===== config.mk =====
export PLATFORM = sky130hd
export DESIGN_NAME = operand_sel_pipe_flat
export DESIGN_NICKNAME = d
export VERILOG_FILES = /design/src/rtl/operand_sel_pipe_if.sv /design/src/rtl/operand_sel_pipe.sv /design/src/flat_wrapper.sv
export SDC_FILE = /design/constraint.sdc
export NUM_CORES = 1
export LEC_CHECK = 0
export ABC_AREA = 0
export CAP_MARGIN = 30
export CORE_MARGIN = 2
export CORE_UTILIZATION = 43
export DETAILED_ROUTE_END_ITERATION = 8
export PLACE_DENSITY = 0.86
export SLEW_MARGIN = 20
export SYNTH_ARGS = -nofsm -noshare
export SYNTH_HDL_FRONTEND = slang
export SYNTH_SLANG_ARGS = --single-unit

===== constraint.sdc =====
create_clock -name clk_i -period 3.45 [get_ports clk_i]
set_input_delay 0.69 -clock clk_i [delete_from_list [all_inputs] [get_ports clk_i]]
set_output_delay 0.69 -clock clk_i [all_outputs]
set_load 0.01 [all_outputs]

===== src/rtl/operand_sel_pipe_if.sv =====
// Producer/consumer bundle for the operand select stage: sources, select and
// input handshake in; selected operand, output handshake and error status out.
interface operand_sel_pipe_if #(
   parameter int unsigned WIDTH     = 32,
   parameter int unsigned N_IN      = 4,
   parameter int unsigned ERR_CNT_W = 8
);
   localparam int unsigned SEL_W = (N_IN > 1) ? $clog2(N_IN) : 1;

   logic [N_IN*WIDTH-1:0] in_data;
   logic [SEL_W-1:0]      in_sel;
   logic                  in_valid;
   logic                  in_ready;
   logic                  flush;
   logic [WIDTH-1:0]      out_data;
   logic                  out_valid;
   logic                  out_ready;
   logic                  sel_err;
   logic [ERR_CNT_W-1:0]  err_cnt;

   modport master (
      output in_data, in_sel, in_valid, flush, out_ready,
      input  in_ready, out_data, out_valid, sel_err, err_cnt
   );

   modport slave (
      input  in_data, in_sel, in_valid, flush, out_ready,
      output in_ready, out_data, out_valid, sel_err, err_cnt
   );
endinterface


===== src/rtl/operand_sel_pipe.sv =====
// Registered N-way operand select with a 2-entry skid buffer; illegal selects
// are consumed, flagged for one cycle and counted (saturating).
module operand_sel_pipe #(
   parameter int unsigned WIDTH     = 32,
   parameter int unsigned N_IN      = 4,
   parameter int unsigned ERR_CNT_W = 8
) (
   input logic              clk_i,
   input logic              rst_ni,
   operand_sel_pipe_if.slave bus
);
   localparam int unsigned SEL_W = (N_IN > 1) ? $clog2(N_IN) : 1;

   typedef enum logic [1:0] {
      ST_EMPTY = 2'd0,
      ST_ONE   = 2'd1,
      ST_TWO   = 2'd2
   } state_e;

   state_e                state_q, state_d;
   logic [WIDTH-1:0]      main_q, main_d;
   logic [WIDTH-1:0]      skid_q, skid_d;
   logic [ERR_CNT_W-1:0]  err_cnt_q, err_cnt_d;
   logic                  out_valid_q;
   logic                  in_ready_q;
   logic                  sel_err_q;
   logic [WIDTH-1:0]      mux_val;
   logic                  sel_legal;
   logic                  in_fire;
   logic                  out_fire;
   logic                  accept;
   logic                  illegal;

   // Out-of-range selects leave mux_val at zero; they are never enqueued anyway.
   always_comb begin
      mux_val = '0;
      for (int unsigned i = 0; i < N_IN; i++) begin
         if (bus.in_sel == SEL_W'(i)) begin
            mux_val = bus.in_data[i*WIDTH +: WIDTH];
         end
      end
   end

   assign sel_legal = ({1'b0, bus.in_sel} < (SEL_W+1)'(N_IN));
   assign in_fire   = bus.in_valid & in_ready_q;
   assign out_fire  = out_valid_q & bus.out_ready;
   assign accept    = in_fire & ~bus.flush & sel_legal;
   assign illegal   = in_fire & ~bus.flush & ~sel_legal;

   always_comb begin
      state_d   = state_q;
      main_d    = main_q;
      skid_d    = skid_q;
      err_cnt_d = err_cnt_q;

      if (illegal && (err_cnt_q != '1)) begin
         err_cnt_d = err_cnt_q + ERR_CNT_W'(1);
      end

      case (state_q)
         ST_EMPTY: begin
            if (accept) begin
               main_d  = mux_val;
               state_d = ST_ONE;
            end
         end
         ST_ONE: begin
            if (accept && out_fire) begin
               main_d = mux_val;
            end else if (accept) begin
               skid_d  = mux_val;
               state_d = ST_TWO;
            end else if (out_fire) begin
               state_d = ST_EMPTY;
            end
         end
         ST_TWO: begin
            if (out_fire) begin
               main_d  = skid_q;
               state_d = ST_ONE;
            end
         end
         default: state_d = ST_EMPTY;
      endcase

      // Flush wins over every transition; the error count survives it.
      if (bus.flush) begin
         state_d = ST_EMPTY;
         main_d  = '0;
         skid_d  = '0;
      end
   end

   always_ff @(posedge clk_i) begin
      if (!rst_ni) begin
         state_q     <= ST_EMPTY;
         main_q      <= '0;
         skid_q      <= '0;
         err_cnt_q   <= '0;
         out_valid_q <= 1'b0;
         in_ready_q  <= 1'b0;
         sel_err_q   <= 1'b0;
      end else begin
         state_q     <= state_d;
         main_q      <= main_d;
         skid_q      <= skid_d;
         err_cnt_q   <= err_cnt_d;
         out_valid_q <= (state_d != ST_EMPTY);
         in_ready_q  <= (state_d != ST_TWO);
         sel_err_q   <= illegal;
      end
   end

   assign bus.out_data  = main_q;
   assign bus.out_valid = out_valid_q;
   assign bus.in_ready  = in_ready_q;
   assign bus.sel_err   = sel_err_q;
   assign bus.err_cnt   = err_cnt_q;

endmodule


===== src/flat_wrapper.sv =====
// flat-port wrapper written by rule: the top's interface ports become plain ports
module operand_sel_pipe_flat 
#(
   parameter int unsigned WIDTH     = 32,
   parameter int unsigned N_IN      = 4,
   parameter int unsigned ERR_CNT_W = 8
)
  (clk_i, rst_ni, bus_in_data, bus_in_sel, bus_in_valid, bus_flush, bus_out_ready, bus_in_ready, bus_out_data, bus_out_valid, bus_sel_err, bus_err_cnt);
  operand_sel_pipe_if #(.WIDTH(WIDTH), .N_IN(N_IN), .ERR_CNT_W(ERR_CNT_W)) bus_i ();
  input logic clk_i;
  input logic rst_ni;
  input wire logic [$bits(bus_i.in_data)-1:0] bus_in_data;
  input wire logic [$bits(bus_i.in_sel)-1:0] bus_in_sel;
  input wire logic [$bits(bus_i.in_valid)-1:0] bus_in_valid;
  input wire logic [$bits(bus_i.flush)-1:0] bus_flush;
  input wire logic [$bits(bus_i.out_ready)-1:0] bus_out_ready;
  output wire logic [$bits(bus_i.in_ready)-1:0] bus_in_ready;
  output wire logic [$bits(bus_i.out_data)-1:0] bus_out_data;
  output wire logic [$bits(bus_i.out_valid)-1:0] bus_out_valid;
  output wire logic [$bits(bus_i.sel_err)-1:0] bus_sel_err;
  output wire logic [$bits(bus_i.err_cnt)-1:0] bus_err_cnt;
  assign bus_i.in_data = bus_in_data;
  assign bus_i.in_sel = bus_in_sel;
  assign bus_i.in_valid = bus_in_valid;
  assign bus_i.flush = bus_flush;
  assign bus_i.out_ready = bus_out_ready;
  assign bus_in_ready = bus_i.in_ready;
  assign bus_out_data = bus_i.out_data;
  assign bus_out_valid = bus_i.out_valid;
  assign bus_sel_err = bus_i.sel_err;
  assign bus_err_cnt = bus_i.err_cnt;
  operand_sel_pipe #(.WIDTH(WIDTH), .N_IN(N_IN), .ERR_CNT_W(ERR_CNT_W)) u_core (.clk_i(clk_i), .rst_ni(rst_ni), .bus(bus_i));
endmodule

; ---- After elaboration in Yosys (flattened, before gate mapping)
; Cells that the tools add are included.
; Widths: inputs -> output; s select.
[totals]
ff_bits = 68
latch_bits = 0
ramBits = 0
mem_bits_ro = 0
input_bits = 135
wordCells = 43
mem_count = 0
[classes]
addsub = 0
n_mul = 0
div = 0
order_cmp = 0
n_eq_ne = 9
n_shift = 0
muxes = 15
bitwise = 6
n_reduce_logical = 8
[op_table]
columns = op, count
row1 = $mux 32, 7
row2 = $pmux 32 s3, 1
row3 = $mux 2, 6
row4 = $eq 2x2->1 const B, 3
row5 = $ne 2x1->1 const B, 3
row6 = $pmux 2 s3, 1
row7 = $eq 2x1->1 const B, 2
row8 = $logic_not 2->1, 2
row9 = $reduce_and 4->1, 1
row10 = $and 1x1->1, 3
row11 = $not 1->1, 3
row12 = $reduce_and 3->1, 1
row13 = $reduce_bool 3->1, 1
row14 = $ne 2x2->1 const B, 1
row15 = $reduce_bool 2->1, 1
row16 = $reduce_or 2->1, 1
row17 = $logic_and 1x1->1, 1

; ---- Logic depth before layout (Yosys ltp)
[logic_depth]
depth_word = 7
ltp_mapped = 5

; ---- Worst setup path after synthesis
; Ideal clock, no wire load.
[synth_timing]
path_kind = input-to-reg
startpoint = input port bus_in_sel[0]
endpoint = register u_core.main_q[18], in the netlist u_core.bus.out_data[18]
arrival_ns = 1.903
path_slack_ns = 1.428
cell_stages = 4
path_buffers = 2
cell_sequence = buf_2 buf_2 mux4_2 o221a_2
[synth_via]
elab_chain_len = 7
elab_cells_between_ends = 11
[synth_lines]
columns = element, line_no
row1 = from (decl), flat_wrapper.sv:13  ; input wire logic [$bits(bus_i.in_sel)-1:0] bus_in_sel;
row2 = $logic_not 2->1, operand_sel_pipe.sv:38  ; if (bus.in_sel == SEL_W'(i)) begin
row3 = $mux 32 (3 in a row), operand_sel_pipe.sv:38
row4 = $mux 32 *, operand_sel_pipe.sv:38
row5 = $mux 32 (on tied branches), "operand_sel_pipe.sv:68, operand_sel_pipe.sv:62"
row6 = $pmux 32 s3 *, operand_sel_pipe.sv:60  ; case (state_q)
row7 = to (signal assigned), operand_sel_pipe.sv:105  ; main_q <= main_d;
row8 = to (decl), operand_sel_pipe.sv:21  ; logic [WIDTH-1:0] main_q, main_d;
; Every way passes the cells marked *; elsewhere a longest branch is shown, timed or not. The select of a mux whose other input is x is not followed.
; A chain may end at the register's enable or synchronous reset.

; ---- Worst setup path in the final report
[layout_timing]
startpoint = input port bus_flush
endpoint = register u_core.main_q[9], in the netlist u_core.bus.out_data[9]
[layout_via]
elab_chain_len = 5
elab_cells_between_ends = 7
[layout_lines]
columns = element, line_no
row1 = from (decl), flat_wrapper.sv:15  ; input wire logic [$bits(bus_i.flush)-1:0] bus_flush;
row2 = $not 1->1, operand_sel_pipe.sv:47  ; assign accept = in_fire & ~bus.flush & sel_legal;
row3 = $and 1x1->1, operand_sel_pipe.sv:47
row4 = $logic_and 1x1->1, operand_sel_pipe.sv:68  ; if (accept && out_fire) begin
row5 = $ne 2x1->1 (no source line), --
row6 = $reduce_and 4->1 (no source line), --
; Parallel ways exist; a longest one is shown, timed or not.

==> impl_results.md <==
* Final setup TNS at 0 ns
* Reg clk slew, reported paths at 0.07 ns
* Worst Hold Class: flip-flop to flip-flop
* Worst clock skew at 0.0126 ns
* DR WL/cell at 16.9 um
* Hold bufs inserted after CTS at 0
* Wire length of the first global-routing pass at around 17 mm
* Num rows at 32
* Post-Syn Area at 3480 sq um
* Synthesized area per cell at 9.83 sq um
* Dpl ws at 0.988 ns
* DR DRC count at 0
* Post-CTS Resized at 0
* Max-slew violations at 0
* Slew @ Worst Pin at about 0.63 ns
* Clk sinks at between 60 and 70
* Fin cells at 618
* Initial cell density of the core at 44.8%
* Crit path DAT at 2.44 ns
* Antenna cells at 0
* Detailed Route Iter0 Violations at 143
* CP required at 3.72 ns
* Met3 WL post-DR at 608 um
* FFs w/ async S/R, synth at 0%
* Routed wire length at 10.4 mm
* Placed cell area at 5190 sq um
* Crit. End Element: flip-flop
* Ports at 178
* Library cells used by synthesis at 27
* Maximum vdd drop at 0.189 mV
* Fin. Hold Viols at 0
* Setup bufs post-CTS at 0
* Placed cells at around 600
* Hold path cells at 2
* Hold Startpoint: u_core.skid_q[2]
* Register area share after synthesis at between 30% and 40%
* Chip width at 94.0 um
* Total grt overflow at 0
* Worst Setup SP: bus_flush
* CP max FO at 32
* RSZ-0062 raised after global routing: false
* Mapped Cells at 354
* Post-route cell area at ~5400 sq um
* Port-buffer cells at ~170
* Finished Core Util at 70.1%
* All-Layer GR Usage at 24.1%
* Top post-synthesis cells by area: dfxtp_1 (39%), mux4_2 (21%), o221a_1 (9.7%), nand2_1 (7.2%), nor2_1 (7.2%)
* Most frequent cells in the layout: clkdlybuf4s50_1 (167), dfxtp_1 (68), nand2_1 (67), nor2_1 (67), a21oi_1 (34)
* DR pass1 iterations at 4
* Yosys warning count at 0
* PD cells at 359 nW/um^2
* Final Power at 1.95 mW
* Die Ht at approximately 94 um
* Nets@finish at 646
* DRT antenna net count at 0
* TritonCTS clock tree: yes
* Worst setup SP type: input pin
* Hold Crit Endpoint: u_core.skid_q[2]
* Commonest non-fill, non-tap cell in the layout: clkdlybuf4s50_1
* Outcome: finished clean
* Fillers at 594
* Dpl hpwl at 7.63 mm
* Metal2 WL at about 5.7 mm
* Predominant post-synthesis flop cell: dfxtp_1
* Vias in the first global route at 3497
* Synth top area share at 39.1%
* CTS root buffer: clkbuf_8
* Post-synth top area cell: dfxtp_1
* CTS Buffer Depth at 2
* Largest net degree at the start of global routing at 39
* R2r setup slk at 1.69 ns
* Area growth syn-to-layout at 56.5%
* Fmax at 459 MHz
* Static Leak at 2.00 nW
* Worst reg2reg path depth at 5
* R2r startpoint: u_core.state_q[1]
* FF+latch count, synth at between 60 and 70
* Die Area at ~8800 sq um
* GPL Wtd Cong at ~0.75
* Final period util at 63.1%
* Post-layout min period at 2.18 ns
* Share of cells above drive strength 1 at 12.4%
* Number of H-tree levels at 3
* Post-synth EDFFs at 0
* Antenna violations before repair at 0
* CTS Buf Count at 9
* Metal-1 WL at slightly below 4 mm
* Fin Hold WS at 0.459 ns
* Vias per cell at between 5 and 6
* Vias at approximately 3300
* Max-cap viol count at 0
* Rel. slew slack at roughly three fifths
* Final WS setup at 1.27 ns
* Critical R2R Capture: u_core.bus.out_data[19]
* Clock latency on the worst-skew pair at 0.32 ns
* Top Metal Used: met4
* Core Area at approximately 7800 sq um
* Kind of critical path: input pin to flip-flop
* Final setup fails at 0
worst max-delay path by stage:
stage	slack, ns	depth (start not counted)	endpoint
floorplan	1.43	4	u_core.bus.out_data[18]
global placement	1.03	5	u_core.bus.out_data[17]
detailed placement	0.99	5	u_core.bus.out_data[28]
CTS	1.28	6	u_core.skid_q[9]
global route	1.20	5	u_core.bus.out_data[26]
finish	1.27	5	u_core.bus.out_data[9]
synth_stat cells, types with 2 or more instances:
library cell	count
a21oi_1	34
nand2_1	67
o221a_2	2
o221a_1	30
nor2_1	67
buf_2	11
buf_1	4
dfxtp_1	68
buf_4	9
mux4_2	32
clkbuf_1	11
buf_6	3
nand2b_1	2
flip-flops by register name, summed over array words and instances (netlist names):
register              count
u_core.state_q            2
u_core.bus.out_data      32
u_core.skid_q            32
u_core.bus.out_valid      1
u_core.bus.in_ready       1
report_power, final:
part           internal [mW]  switching, mW
sequential             0.795        0.00677
combinational          0.230          0.114
clock                  0.519          0.288
total                   1.54          0.409
area by class of cell:
class	instances	area [sq um]	area share, %
sequential	68	1360	25.0
tap	102	128	2.34
clock inverter	4	95.1	1.75
timing repair buffer	176	1760	32.4
multi-input combinational	256	1940	35.7
clock buffer	12	155	2.85
logic make-up (layout without fill, tap and decap cells):
logic type / Yosys count / after routing / share of synthesized area (%)
and+or+nand+nor: 143 / 143 / 16.5
AOI/OAI and AO/OA: 71 / 71 / 17.1
DFF: 68 / 68 / 39.1
buffers and inverters: 38 / 192 / 6.11
muxes: 33 / 33 / 21.0
other: 1 / 9 / 0.108
worst max-delay path: stages:
cell and delay [ns]:
clkdlybuf4s50_1 0.46, nand3b_1 0.35, o31ai_4 0.28, buf_4 0.39, o221a_1 0.25
routing by layer:
| metal | vias up | track usage (%) |
|---|---|---|
| met3 | 14 | 4.01 |
| met1 | 1623 | 27.1 |
| li1 | 1579 | - |
| met5 | - | 0 |
| met2 | 132 | 45.2 |
| met4 | 0 | 8.82 |
Power figures use the tool's default switching activity.
